===== config.mk =====
export PLATFORM = sky130hd
export DESIGN_NAME = calc_inst_sequencer_flat
export DESIGN_NICKNAME = d
export VERILOG_FILES = /design/src/rtl/calc_inst_sequencer_pkg.sv /design/src/rtl/calc_inst_sequencer_if.sv /design/src/rtl/calc_inst_sequencer_prog_ram.sv /design/src/rtl/calc_inst_sequencer.sv /design/src/flat_wrapper.sv
export SDC_FILE = /design/constraint.sdc
export NUM_CORES = 1
export LEC_CHECK = 0
export ABC_AREA = 1
export CORE_ASPECT_RATIO = 1.5
export CORE_MARGIN = 4
export CORE_UTILIZATION = 40
export DETAILED_ROUTE_END_ITERATION = 16
export DONT_BUFFER_PORTS = 1
export SYNTH_ARGS = -nofsm -noshare
export SYNTH_HDL_FRONTEND = slang
export SYNTH_HIERARCHICAL = 1
export SYNTH_SLANG_ARGS = --single-unit

===== constraint.sdc =====
create_clock -name clk -period 5.2 [get_ports clk]
set_input_delay 0.52 -clock clk [delete_from_list [all_inputs] [get_ports clk]]
set_output_delay 0.52 -clock clk [all_outputs]
set_load 0.02 [all_outputs]

===== src/rtl/calc_inst_sequencer_pkg.sv =====
// Shared definitions for the calculator instruction sequencer.
// Instruction word layout: {op[7:6], ra[5:4], rb/immd[3:0]}.
// The sequencer only looks at the opcode field; operands pass through untouched.
package calc_inst_sequencer_pkg;

  typedef enum logic [1:0] {
    OP_PUSH = 2'b00,
    OP_ADD  = 2'b01,
    OP_MULT = 2'b10,
    OP_SEND = 2'b11
  } op_e;

  typedef enum logic [2:0] {
    ST_IDLE      = 3'd0,
    ST_FETCH     = 3'd1,
    ST_ISSUE     = 3'd2,
    ST_WAIT_SEND = 3'd3,
    ST_GAP       = 3'd4,
    ST_WAIT_STEP = 3'd5,
    ST_DONE      = 3'd6
  } state_e;

  typedef struct packed {
    op_e        op;
    logic [1:0] ra;
    logic [3:0] rb;
  } inst_t;

endpackage


===== src/rtl/calc_inst_sequencer_if.sv =====
// Control/status bundle between a program loader/host and the sequencer.
// Latency: wires only. Backpressure: none; send_done paces SEND issues.
// Ports: loader (prog_clr/prog_wr/prog_wdata), run control (start/step_mode/step/
//   abort), UART completion (send_done), issue port (inst_vld/inst_wd), status
//   (busy/done/err_tmo/load_ovf/pc/prog_len). master = host side, slave = sequencer.
interface calc_inst_sequencer_if #(
  parameter int ADDR_W = 4
);
  logic              prog_clr;
  logic              prog_wr;
  logic [7:0]        prog_wdata;
  logic              start;
  logic              step_mode;
  logic              step;
  logic              abort;
  logic              send_done;
  logic              inst_vld;
  logic [7:0]        inst_wd;
  logic              busy;
  logic              done;
  logic              err_tmo;
  logic              load_ovf;
  logic [ADDR_W-1:0] pc;
  logic [ADDR_W:0]   prog_len;

  modport master (
    output prog_clr, prog_wr, prog_wdata, start, step_mode, step, abort, send_done,
    input  inst_vld, inst_wd, busy, done, err_tmo, load_ovf, pc, prog_len
  );

  modport slave (
    input  prog_clr, prog_wr, prog_wdata, start, step_mode, step, abort, send_done,
    output inst_vld, inst_wd, busy, done, err_tmo, load_ovf, pc, prog_len
  );
endinterface


===== src/rtl/calc_inst_sequencer_prog_ram.sv =====
// Program buffer: DEPTH x 8, one write port, one synchronous read port, no reset.
// Latency: read data appears the cycle after rd_en; holds when rd_en is low.
// Backpressure: none. Ports: clk, wr_en/wr_addr/wr_data, rd_en/rd_addr/rd_data.
module calc_inst_sequencer_prog_ram #(
  parameter int DEPTH  = 16,
  parameter int ADDR_W = 4
) (
  input  logic              clk,
  input  logic              wr_en,
  input  logic [ADDR_W-1:0] wr_addr,
  input  logic [7:0]        wr_data,
  input  logic              rd_en,
  input  logic [ADDR_W-1:0] rd_addr,
  output logic [7:0]        rd_data
);

  logic [7:0] mem [DEPTH];

  always_ff @(posedge clk) begin
    if (wr_en) mem[wr_addr] <= wr_data;
    // Gated read so rd_data doubles as the held inst_wd value between strobes.
    if (rd_en) rd_data <= mem[rd_addr];
  end

endmodule


===== src/rtl/calc_inst_sequencer.sv =====
// Replays a stored program of calculator instructions into the datapath issue port.
// Latency: start to first inst_vld 2 cycles; non-SEND issue-to-issue INST_GAP+2.
// Backpressure: a SEND stalls until send_done (or SEND_TMO cycles -> err_tmo).
// Ports: clk, rst_n (async active-low), bus (slave modport of calc_inst_sequencer_if).
module calc_inst_sequencer
  import calc_inst_sequencer_pkg::*;
#(
  parameter int DEPTH    = 16,
  parameter int ADDR_W   = 4,
  parameter int INST_GAP = 4,
  parameter int SEND_TMO = 200000
) (
  input  logic                 clk,
  input  logic                 rst_n,
  calc_inst_sequencer_if.slave bus
);

  localparam int CNT_MAX = (SEND_TMO > INST_GAP) ? SEND_TMO : INST_GAP;
  localparam int CNT_W   = $clog2(CNT_MAX + 1);

  localparam logic [CNT_W-1:0]  TMO_LAST = CNT_W'(SEND_TMO - 1);
  localparam logic [CNT_W-1:0]  GAP_LAST = CNT_W'(INST_GAP - 1);
  localparam logic [CNT_W-1:0]  CNT_ONE  = CNT_W'(1);
  localparam logic [ADDR_W:0]   LEN_FULL = (ADDR_W+1)'(DEPTH);
  localparam logic [ADDR_W:0]   LEN_ONE  = (ADDR_W+1)'(1);
  localparam logic [ADDR_W-1:0] PC_ONE   = ADDR_W'(1);

  state_e            state_q, state_d;
  logic [ADDR_W-1:0] pc_q, pc_d;
  logic [ADDR_W:0]   len_q, len_d;
  logic [CNT_W-1:0]  cnt_q, cnt_d;   // shared by GAP and WAIT_SEND, never live together
  logic              err_q, err_d;
  logic              ovf_q, ovf_d;
  logic              rd_seen_q;      // masks the unreset RAM output until first fetch
  logic              ram_wr, ram_rd;
  logic [7:0]        ram_rdata;
  logic              advance;
  logic              last_inst;
  op_e               cur_op;

  calc_inst_sequencer_prog_ram #(
    .DEPTH  (DEPTH),
    .ADDR_W (ADDR_W)
  ) u_ram (
    .clk     (clk),
    .wr_en   (ram_wr),
    .wr_addr (len_q[ADDR_W-1:0]),
    .wr_data (bus.prog_wdata),
    .rd_en   (ram_rd),
    .rd_addr (pc_q),
    .rd_data (ram_rdata)
  );

  assign cur_op    = op_e'(ram_rdata[7:6]);
  assign last_inst = ({1'b0, pc_q} == (len_q - LEN_ONE));

  always_ff @(posedge clk or negedge rst_n) begin
    if (!rst_n) begin
      state_q   <= ST_IDLE;
      pc_q      <= '0;
      len_q     <= '0;
      cnt_q     <= '0;
      err_q     <= 1'b0;
      ovf_q     <= 1'b0;
      rd_seen_q <= 1'b0;
    end else begin
      state_q <= state_d;
      pc_q    <= pc_d;
      len_q   <= len_d;
      cnt_q   <= cnt_d;
      err_q   <= err_d;
      ovf_q   <= ovf_d;
      if (ram_rd) rd_seen_q <= 1'b1;
    end
  end

  always_comb begin
    state_d = state_q;
    pc_d    = pc_q;
    len_d   = len_q;
    cnt_d   = cnt_q;
    err_d   = err_q;
    ovf_d   = ovf_q;
    ram_wr  = 1'b0;
    ram_rd  = 1'b0;
    advance = 1'b0;

    if (bus.abort && (state_q != ST_IDLE)) begin
      // Abort wins over step, send_done and timeout: pc and flags stay put.
      state_d = ST_IDLE;
    end else begin
      case (state_q)
        ST_IDLE: begin
          if (bus.prog_clr) begin
            len_d = '0;
            ovf_d = 1'b0;
          end else if (bus.prog_wr) begin
            if (len_q == LEN_FULL) begin
              ovf_d = 1'b1;
            end else begin
              ram_wr = 1'b1;
              len_d  = len_q + LEN_ONE;
            end
          end
          if (bus.start) begin
            pc_d    = '0;
            err_d   = 1'b0;
            state_d = (len_q == '0) ? ST_DONE : ST_FETCH;
          end
        end
        ST_FETCH: begin
          ram_rd  = 1'b1;
          state_d = bus.step_mode ? ST_WAIT_STEP : ST_ISSUE;
        end
        ST_WAIT_STEP: begin
          if (bus.step) state_d = ST_ISSUE;
        end
        ST_ISSUE: begin
          // send_done during ISSUE is deliberately not looked at here.
          cnt_d   = '0;
          state_d = (cur_op == OP_SEND) ? ST_WAIT_SEND : ST_GAP;
        end
        ST_WAIT_SEND: begin
          if (bus.send_done) begin
            advance = 1'b1;
          end else if (cnt_q == TMO_LAST) begin
            err_d   = 1'b1;
            state_d = ST_IDLE;
          end else begin
            cnt_d = cnt_q + CNT_ONE;
          end
        end
        ST_GAP: begin
          if (cnt_q == GAP_LAST) advance = 1'b1;
          else                   cnt_d   = cnt_q + CNT_ONE;
        end
        ST_DONE: begin
          state_d = ST_IDLE;
        end
        default: begin
          state_d = ST_IDLE;
        end
      endcase

      if (advance) begin
        if (last_inst) begin
          state_d = ST_DONE;
        end else begin
          pc_d    = pc_q + PC_ONE;
          state_d = ST_FETCH;
        end
      end
    end
  end

  assign bus.inst_vld = (state_q == ST_ISSUE);
  assign bus.inst_wd  = rd_seen_q ? ram_rdata : 8'h00;
  assign bus.busy     = (state_q != ST_IDLE);
  assign bus.done     = (state_q == ST_DONE);
  assign bus.err_tmo  = err_q;
  assign bus.load_ovf = ovf_q;
  assign bus.pc       = pc_q;
  assign bus.prog_len = len_q;

endmodule


===== src/flat_wrapper.sv =====
// flat-port wrapper written by rule: the top's interface ports become plain ports
module calc_inst_sequencer_flat import calc_inst_sequencer_pkg::*;
#(
  parameter int DEPTH    = 16,
  parameter int ADDR_W   = 4,
  parameter int INST_GAP = 4,
  parameter int SEND_TMO = 200000
)
  (clk, rst_n, bus_prog_clr, bus_prog_wr, bus_prog_wdata, bus_start, bus_step_mode, bus_step, bus_abort, bus_send_done, bus_inst_vld, bus_inst_wd, bus_busy, bus_done, bus_err_tmo, bus_load_ovf, bus_pc, bus_prog_len);
  calc_inst_sequencer_if #(.ADDR_W(ADDR_W)) bus_i ();
  input  logic clk;
  input  logic rst_n;
  input wire logic [$bits(bus_i.prog_clr)-1:0] bus_prog_clr;
  input wire logic [$bits(bus_i.prog_wr)-1:0] bus_prog_wr;
  input wire logic [$bits(bus_i.prog_wdata)-1:0] bus_prog_wdata;
  input wire logic [$bits(bus_i.start)-1:0] bus_start;
  input wire logic [$bits(bus_i.step_mode)-1:0] bus_step_mode;
  input wire logic [$bits(bus_i.step)-1:0] bus_step;
  input wire logic [$bits(bus_i.abort)-1:0] bus_abort;
  input wire logic [$bits(bus_i.send_done)-1:0] bus_send_done;
  output wire logic [$bits(bus_i.inst_vld)-1:0] bus_inst_vld;
  output wire logic [$bits(bus_i.inst_wd)-1:0] bus_inst_wd;
  output wire logic [$bits(bus_i.busy)-1:0] bus_busy;
  output wire logic [$bits(bus_i.done)-1:0] bus_done;
  output wire logic [$bits(bus_i.err_tmo)-1:0] bus_err_tmo;
  output wire logic [$bits(bus_i.load_ovf)-1:0] bus_load_ovf;
  output wire logic [$bits(bus_i.pc)-1:0] bus_pc;
  output wire logic [$bits(bus_i.prog_len)-1:0] bus_prog_len;
  assign bus_i.prog_clr = bus_prog_clr;
  assign bus_i.prog_wr = bus_prog_wr;
  assign bus_i.prog_wdata = bus_prog_wdata;
  assign bus_i.start = bus_start;
  assign bus_i.step_mode = bus_step_mode;
  assign bus_i.step = bus_step;
  assign bus_i.abort = bus_abort;
  assign bus_i.send_done = bus_send_done;
  assign bus_inst_vld = bus_i.inst_vld;
  assign bus_inst_wd = bus_i.inst_wd;
  assign bus_busy = bus_i.busy;
  assign bus_done = bus_i.done;
  assign bus_err_tmo = bus_i.err_tmo;
  assign bus_load_ovf = bus_i.load_ovf;
  assign bus_pc = bus_i.pc;
  assign bus_prog_len = bus_i.prog_len;
  calc_inst_sequencer #(.DEPTH(DEPTH), .ADDR_W(ADDR_W), .INST_GAP(INST_GAP), .SEND_TMO(SEND_TMO)) u_core (.clk(clk), .rst_n(rst_n), .bus(bus_i));
endmodule

==> qor.txt, run 1 <==
Status -> completed
Fin. Hold Viols -> 0
FMAX -> 0.317 GHz
Fin crit share -> 0.607
Share of layout cells above drive strength 1 -> 0.0571
Clk slew on worst S/H paths -> 0.07 ns
Post-CTS sizing -> 0
Worst hold start -> bus_prog_wdata[7]
Site Rows -> 63
Synth top area cells -> edfxtp_1 (50%), nand2_1 (12%), dfrtp_1 (10%), nand3_1 (8.2%), inv_1 (6.4%)
Final worst path period need -> 3.15 ns
Die width -> 125 um
Core Box Area -> 19,900 um^2
HP Class -> primary input to flip-flop
LEAKAGE -> 0.00384 uW
Yosys top cell by area -> edfxtp_1
Critical Path Source Type -> flip-flop
Hold depth -> 0
Max Cap Viol -> 0
DRC viols -> 0
Register bit total from synthesis -> 169
Worst Path Arrival -> 3.21 ns
WL final -> 20,100 um
Unrepaired setup endpoints after global routing -> no
R2R setup slack -> 2.05 ns
CTS H-tree lvls -> 4
Routed Antenna Nets -> 0
Clock skew -> 0.0145 ns
Num CTS Buffers -> 17
Nets -> 921
Via density per instance -> 5.00
Critical path required time -> 5.25 ns
Number of buffers added on ports -> 0
Syn Area/Cell -> 9.09 um^2
Final setup viols -> 0
CP top delay family -> simple AND/OR/NAND/NOR gates
Worst path slowest cell -> dfrtp_1
GRT Total Usage -> 0.178
Fillers -> 1,946
RD Place Congestion -> 0.882
Commonest non-fill, non-tap cell in the layout -> nand2_1
Cell Area, Synth -> 8210 um^2
Maximum buffer depth of the clock tree -> 2
Final slew viol count -> 0
Crit Path Max Fanout -> 10
Register area -> 4910 um^2
Initial antenna violation count -> 0
R2R Path Start -> u_core/bus.prog_len[0]
Worst vdd ir -> 270 uV
R2r worst-path depth -> 7
Detail Placement HPWL -> 13,600 um
Min Hold Slack -> 0.189 ns
IO Count -> 39
Drt first pass iters -> 5
Die area -> 22,900 um^2
Area occupied by multi-input gates -> 2560 um^2
Finished Layout Cells -> 1,171
Distinct cells, synth -> 32
Initial Utilization -> 0.412
Die H -> 183 um
Synth Flop Type -> edfxtp_1
CP Buf/Inv Count -> 1
PD cells -> 419 nW/um^2
CTS Sinks -> 169
Post-synth EDFFs -> 136
CP Class -> flip-flop to flip-flop
FFs w/ async S/R, synth -> 0.195
R2r endpoint -> u_core/u_ram/mem[7][4]
Via count of the first global-routing pass -> 5,686
Worst-Skew Late Latency -> 0.43 ns
First-pass GRT wire length -> 31,100 um
Wirelength per Cell -> 17.1 um
TritonCTS clock tree -> yes
Seq/Total Area, Yosys -> 0.598
Rel. slew slack -> 0.312
Cells after DPL -> 1,138
Yosys Warn Count -> 6
Root buffer cell -> clkbuf_16
Largest net degree at the start of global routing -> 65
Commonest cells after routing, fill and taps aside -> nand2_1 (269), inv_1 (140), edfxtp_1 (136)
Critical path, cell by cell -> inv_1 > ha_1 > nand2_1 > o21ai_0 > nor3_1 > nand3b_1 > nor2_1
Top cell type's share of synthesized area -> 0.498
Total negative slack -> 0 ns
Routed vias -> 5,853
DR iter-0 viols -> 371
Diode count -> 0
Layout overhead on the synthesized area -> 8.83%
Critical Path Max Stage Delay -> 0.65 ns
Synth Instances -> 903
Worst-Margin Slew -> 1.03 ns
Crit end category -> flip-flop
Global route total overflow -> 0
Syn Nets -> 925
Worst Hold End -> u_core/u_ram/mem[13][7]
Crit. Startpoint -> u_core/bus.prog_len[0]
through the flow:
stage / power (uW) / utilization / area, um^2 / worst slack [ns]
after floorplan: 2380 / - / 8210 / 2.78
after global placement: 2610 / 0.420 / 8370 / 2.18
after detailed placement: 2620 / 0.420 / 8370 / 2.08
after CTS: 3770 / 0.448 / 8930 / 2.07
after global routing: 3950 / 0.448 / 8930 / 1.89
final: 3740 / 0.448 / 8930 / 2.05
registers in the layout, summed over array words and instances, names as in the netlist:
signal and flops:
u_core/bus.pc 4, u_core/u_ram/mem 128, u_core/u_ram/rd_data 8, u_core/rd_seen_q 1, u_core/bus.prog_len 5, u_core/state_q 3
u_core/bus.load_ovf 1, u_core/bus.err_tmo 1, u_core/cnt_q 18
per-layer routing:
layer	vias up	track usage	wire length [um]
li1	2906	-	-
met1	2775	0.194	7580
met2	140	0.337	11000
met3	32	0.0346	892
met4	0	0.0742	546
met5	-	0	0
worst max-delay path by stage:
stage | cells past startpoint | endpoint | slack, ns
after floorplan | 7 | u_core/u_ram/mem[12][0] | 2.78
after global placement | 7 | u_core/u_ram/mem[7][4] | 2.18
after detailed placement | 7 | u_core/u_ram/mem[7][4] | 2.08
after CTS | 7 | u_core/u_ram/mem[5][5] | 2.07
after global routing | 7 | u_core/u_ram/mem[5][5] | 1.89
final | 7 | u_core/u_ram/mem[7][4] | 2.05
power breakdown:
part | internal [uW] | switching [uW]
clock | 627 | 519
combinational | 250 | 673
sequential | 1540 | 131
total | 2420 | 1320
synthesized netlist by cell type, types with 2 or more instances:
| cell type | number |
|---|---|
| ha_1 | 5 |
| nor2_2 | 4 |
| buf_4 | 4 |
| nand3b_1 | 4 |
| nand2_1 | 269 |
| nand3_1 | 134 |
| buf_6 | 8 |
| xor2_1 | 14 |
| edfxtp_1 | 136 |
| nor2_1 | 67 |
| xnor2_1 | 2 |
| buf_2 | 15 |
| inv_2 | 5 |
| o21ai_1 | 9 |
| a21oi_1 | 8 |
| nand4_1 | 11 |
| nand2_2 | 2 |
| o21ai_0 | 15 |
| inv_1 | 140 |
| dfrtp_1 | 33 |
| nor3_1 | 7 |
what timing repair did:
| item | CTS | global route |
|---|---|---|
| hold buffers | 2 | 0 |
| buffers inserted | 0 | 0 |
| endpoints found under the hold margin | 33 | 0 |
cell families (layout without fill, tap and decap cells):
| kind of cell | count (synthesis) | in the layout | share of synthesized area |
|---|---|---|---|
| adder cells (fa/ha/maj) | 5 | 5 | 0.00762 |
| AND/OR/NAND/NOR | 503 | 503 | 0.263 |
| buffers and inverters | 174 | 182 | 0.0910 |
| XOR/XNOR | 16 | 16 | 0.0171 |
| flip-flops | 169 | 169 | 0.598 |
| AO/OA/AOI/OAI | 36 | 36 | 0.0233 |
layout make-up:
cell class              count  area share
clock inverters            12      0.0102
multi-input cells         560       0.286
clock buffers              19      0.0496
well taps                 260      0.0364
flip-flops and latches    169       0.550
inverters                 145      0.0609
repair buffers              6     0.00672
Power figures use the tool's default switching activity.
==> run 2: changes to the inputs <==
Settings changed: ABC_AREA 1 to 0.
Clock period 5.2 ns to 3.24 ns, I/O delays scaled along.
==> qor.txt, run 2 <==
Status -> completed
Crit Path Max Fanout -> 12
Via density per instance -> 5.68
Hold depth -> 1
Sw Ratio -> 0.306
Final slew viol count -> 0
NetSw -> 1760 uW
R2r endpoint -> u_core/u_ram/mem[2][5]
Fillers -> 1,534
Post-synth EDFFs -> 136
R2R Path Start -> u_core/state_q[2]
Worst Hold End -> u_core/state_q[0]
Site Rows -> 60
Worst-Skew Late Latency -> 0.43 ns
GRT Total Usage -> 0.161
Critical Path Source Type -> flip-flop
Detail Placement HPWL -> 10,900 um
Num CTS Buffers -> 17
Top-count cell post-synth -> edfxtp_1
Maximum buffer depth of the clock tree -> 2
TritonCTS clock tree -> yes
Worst hold start -> bus_start
CP Class -> flip-flop to flip-flop
Yosys Warn Count -> 6
Die width -> 119 um
Synth Flop Type -> edfxtp_1
Die H -> 174 um
Root buffer cell -> clkbuf_16
Layout overhead on the synthesized area -> 14.8%
Nets -> 530
Diode count -> 0
Clock skew -> 0.0154 ns
Clk pwr share -> 0.352
Final worst path period need -> 2.67 ns
Worst vdd ir -> 398 uV
Seq/Total Area, Yosys -> 0.665
Worst-Margin Slew -> 0.820 ns
Synth top cells by count -> edfxtp_1 (136), nor2_1 (38), dfrtp_1 (33)
Largest regs -> u_core/u_ram/mem: 128 flops, u_core/cnt_q: 18 flops, u_core/u_ram/rd_data: 8 flops
Routed Antenna Nets -> 0
Syn Nets -> 492
PD cells -> 677 nW/um^2
Comb pwr share -> 0.199
Commonest non-fill, non-tap cell in the layout -> edfxtp_1
Initial Utilization -> 0.410
Routed vias -> 4,189
IO Count -> 39
Distinct cells, synth -> 61
HP Class -> primary input to flip-flop
Register bit total from synthesis -> 169
Rel. slew slack -> 0.449
LEAKAGE -> 0.00293 uW
Share of layout cells above drive strength 1 -> 0.173
Die area -> 20,800 um^2
Total negative slack -> 0 ns
Final setup viols -> 0
Crit end category -> flip-flop
Max Cap Viol -> 0
Register share of total power -> 0.449
P_int -> 3980 uW
Global route total overflow -> 0
Reg with most FFs -> u_core/u_ram/mem
Synth Instances -> 470
Synth top area cells -> edfxtp_1 (55%), dfrtp_1 (11%), mux4_2 (5.5%), mux4_1 (5.0%), nor2_1 (1.9%)
First-pass GRT wire length -> 25,300 um
FFs w/ async S/R, synth -> 0.195
R2R setup slack -> 0.57 ns
Worst Path Arrival -> 2.72 ns
Finished Layout Cells -> 738
Unrepaired setup endpoints after global routing -> no
Via count of the first global-routing pass -> 4,381
Wirelength per Cell -> 21.8 um
Drt first pass iters -> 4
Largest net degree at the start of global routing -> 34
RD Place Congestion -> 0.859
DRC viols -> 0
Core Box Area -> 18,000 um^2
Clk slew on worst S/H paths -> 0.07 ns
FMAX -> 0.375 GHz
Max reg flops -> 128
Top cell type's share of synthesized area -> 0.553
Initial antenna violation count -> 0
Post-CTS sizing -> 0
Fin. Hold Viols -> 0
Fin crit share -> 0.823
DR iter-0 viols -> 394
Commonest cells after routing, fill and taps aside -> edfxtp_1 (136), nor2_1 (38), dfrtp_1 (32)
Syn Area/Cell -> 15.7 um^2
CTS H-tree lvls -> 4
CTS Sinks -> 169
R2r worst-path depth -> 6
Cell Area, Synth -> 7390 um^2
WL final -> 16,100 um
Number of buffers added on ports -> 0
Critical path required time -> 3.29 ns
Cells after DPL -> 693
Yosys top cell by area -> edfxtp_1
==> run 2: cells by family after synthesis <==
| logic type | count (synthesis) | synth area share |
|---|---|---|
| buffers and inverters | 23 | 0.0191 |
| muxes | 35 | 0.110 |
| DFF | 169 | 0.665 |
| xor gates and xnor gates | 19 | 0.0225 |
| and+or+nand+nor | 157 | 0.119 |
| adders and majority gates | 5 | 0.00847 |
| AOI/OAI and AO/OA | 62 | 0.0564 |
==> run 2: worst max path at each step <==
stage / from / to / slack [ns] / cells past startpoint
5_1_grt: u_core/state_q[2] / u_core/u_ram/mem[2][0] / 0.42 / 6
3_3_place_gp: u_core/state_q[2] / u_core/u_ram/mem[3][6] / 0.68 / 6
6_report: u_core/state_q[2] / u_core/u_ram/mem[2][5] / 0.57 / 6
4_1_cts: u_core/state_q[2] / u_core/u_ram/mem[2][5] / 0.57 / 6
3_5_place_dp: u_core/state_q[2] / u_core/u_ram/mem[2][0] / 0.60 / 6
2_1_floorplan: u_core/bus.prog_len[0] / u_core/u_ram/mem[0][0] / 0.20 / 6
==> run 2: per-layer routing <==
layer,wire [um],global-route usage,vias to the layer above
li1,-,-,1925
met1,6440,0.189,2142
met2,8560,0.286,93
met3,659,0.0378,29
met4,413,0.0580,0
met5,0,0,-
==> run 2: worst max-delay path, stage by stage, from the launching register on <==
cell and delay (ns):
dfrtp_1 0.52, nor3_2 0.28, nand2_1 0.08, nor3_1 0.14
buf_4 0.17, or3b_2 0.50, nor2_1 0.60
==> run 2: final cells by class <==
| class | count | area (um^2) | area share |
|---|---|---|---|
| Clock inverter | 15 | 191 | 0.0226 |
| Clock buffer | 17 | 425 | 0.0501 |
| Inverter | 6 | 22.5 | 0.00265 |
| Tap cell | 217 | 272 | 0.0320 |
| Timing Repair Buffer | 36 | 325 | 0.0383 |
| Multi-Input combinational cell | 278 | 2340 | 0.275 |
| Sequential cell | 169 | 4910 | 0.579 |
==> run 2: through the flow <==
step	power [uW]	setup WS, ns	hold slack (ns)	utilization	area [um^2]
6_report	5740	0.574	0.0953	0.471	8480
3_5_place_dp	3730	0.604	0.0293	0.429	7730
3_3_place_gp	3710	0.675	0.0292	0.429	7730
2_1_floorplan	3430	0.199	0.0284	-	7390
4_1_cts	5800	0.572	0.0813	0.471	8480
5_1_grt	6000	0.421	0.0845	0.471	8480
==> run 2: what timing repair did <==
| action | in CTS | in global routing |
|---|---|---|
| buffers inserted | 0 | 0 |
| endpoints found under the hold margin | 168 | 0 |
| hold buffers | 13 | 0 |
==> run 2: power groups by stage <==
stage / logic (uW) / registers (uW) / clock network, uW
finish: 1140 / 2580 / 2020
global route: 1230 / 2600 / 2170
CTS: 1150 / 2580 / 2070
detailed placement: 1100 / 2630 / 0
global placement: 1090 / 2620 / 0
floorplan: 827 / 2600 / 0
==> run 3: changes to the inputs <==
Clock period 3.24 ns to 2.1 ns, I/O delays scaled along.
==> qor.txt, run 3 (same netlist as run 2, synthesis figures left out) <==
Status -> completed
Crit Path Max Fanout -> 3
Die area -> 20,800 um^2
PD cells -> 979 nW/um^2
Worst-Margin Slew -> 0.589 ns
Finished Layout Cells -> 790
CTS H-tree lvls -> 4
Initial Utilization -> 0.410
Commonest non-fill, non-tap cell in the layout -> edfxtp_1
Crit end category -> flip-flop
Critical Path Source Type -> flip-flop
Worst path slowest cell -> or4_4
Num CTS Buffers -> 17
Largest net degree at the start of global routing -> 34
FMAX -> 0.484 GHz
Most frequent CP cell -> buf_4
Initial antenna violation count -> 0
DRC viols -> 0
Final slew viol count -> 0
Drt first pass iters -> 4
WL final -> 15,800 um
Max reg flops -> 128
LEAKAGE -> 0.00320 uW
Number of buffers added on ports -> 0
Die width -> 119 um
CP Class -> flip-flop to flip-flop
GRT Total Usage -> 0.158
Final worst path period need -> 2.07 ns
Fin crit share -> 0.984
Critical Path Max Stage Delay -> 0.55 ns
Maximum buffer depth of the clock tree -> 2
Share of layout cells above drive strength 1 -> 0.316
Routed Antenna Nets -> 0
Detail Placement HPWL -> 10,900 um
Diode count -> 0
Post-layout instance area -> 9240 um^2
Worst vdd ir -> 760 uV
Die H -> 174 um
Metal2 WL -> 8520 um
Wirelength per Cell -> 20.0 um
HP Class -> primary input to flip-flop
Final setup viols -> 0
CTS Sinks -> 169
CP top delay family -> simple AND/OR/NAND/NOR gates
Critical path required time -> 2.40 ns
Nets -> 583
CP Buf/Inv Count -> 2
Wl on met1 -> 6360 um
Largest regs -> u_core/u_ram/mem: 128 flops, u_core/cnt_q: 18 flops, u_core/u_ram/rd_data: 8 flops
Top sig layer -> met4
Worst-Skew Late Latency -> 0.42 ns
RD Place Congestion -> 0.855
Rel. slew slack -> 0.606
Critical path, cell by cell -> or4_4 > nor4_4 > buf_4 > a31oi_1 > o22ai_2 > buf_4 > nand2_1 > o32ai_1
Max Cap Viol -> 0
Reg with most FFs -> u_core/u_ram/mem
First-pass GRT wire length -> 25,500 um
Routed vias -> 4,487
Placed Area -> 8330 um^2
Commonest cells after routing, fill and taps aside -> edfxtp_1 (136), buf_4 (50), nand2_1 (31)
DR iter-0 viols -> 323
Pwr Total -> 9040 uW
Cells after DPL -> 737
Clk slew on worst S/H paths -> 0.06 ns
Core Box Area -> 18,000 um^2
Util after Layout -> 0.513
TritonCTS clock tree -> yes
Global route total overflow -> 0
Unrepaired setup endpoints after global routing -> yes
Met3 WL post-DR -> 796 um
Site Rows -> 60
Root buffer cell -> clkbuf_16
Layout overhead on the synthesized area -> 25.0%
Clock skew -> 0.00759 ns
Fin. Hold Viols -> 0
Min Hold Slack -> 0.0713 ns
IO Count -> 39
Via density per instance -> 5.68
Worst Path Arrival -> 2.37 ns
Via count of the first global-routing pass -> 4,685
run 3: worst paths after layout:
kind	from	endpoint	slack, ns	cells after the start
setup / recovery	u_core/cnt_q[9]	u_core/state_q[1]	0.03	8
hold / removal	bus_abort	u_core/state_q[1]	0.07	3
setup reg to reg	u_core/cnt_q[9]	u_core/state_q[1]	0.03	8
hold reg to reg	u_core/cnt_q[1]	u_core/cnt_q[1]	0.60	3
max in group asynchronous	rst_n	u_core/bus.prog_len[0]	1.65	2
min in group asynchronous	rst_n	u_core/cnt_q[1]	0.24	2
run 3: report_power, final:
group / internal (uW) / total, uW / switching, uW
combinational: 988 / 2200 / 1210
clock: 1640 / 2920 / 1280
sequential: 3800 / 3930 / 121
run 3: final cells by class:
cell class                      instances  area [um^2]
Timing Repair Buffer                   88          926
Inverter                                6         22.5
Clock inverter                         12          116
Fill cell                            1482         8780
Clock buffer                           19          433
Sequential cell                       169         4920
Tap cell                              217          272
Multi-Input combinational cell        279         2550
run 3: routing by layer:
| metal | up-vias | GRT usage |
|---|---|---|
| met5 | - | 0 |
| met4 | 0 | 0.0527 |
| met3 | 13 | 0.0361 |
| met2 | 111 | 0.276 |
| met1 | 2323 | 0.194 |
| li1 | 2040 | - |
run 3: repair_timing:
action / CTS / global route
hold buffers: 15 / 0
setup endpoints to repair: 10 / 65
gates resized for setup: 10 / 24
hold endpoints to repair: 169 / 0
gates cloned: 1 / 0
pin swaps: 9 / 12
buffers inserted: 4 / 3
run 3: per-stage QoR:
step,setup WS [ns],setup TNS [ns]
6_report,0.0339,0
5_1_grt,-0.0155,-0.0645
4_1_cts,-0.0278,-0.0360
3_5_place_dp,-0.0371,-0.150
3_3_place_gp,-0.0285,-0.0327
2_1_floorplan,-0.214,-7.84
run 3: worst register-to-register path, delay by kind of cell, from the launching register on:
kind	cells	cell delay [ns]
AOI/OAI and AO/OA	3	0.46
buffers and inverters	2	0.33
DFF	1	0.38
and+or+nand+nor	3	0.78
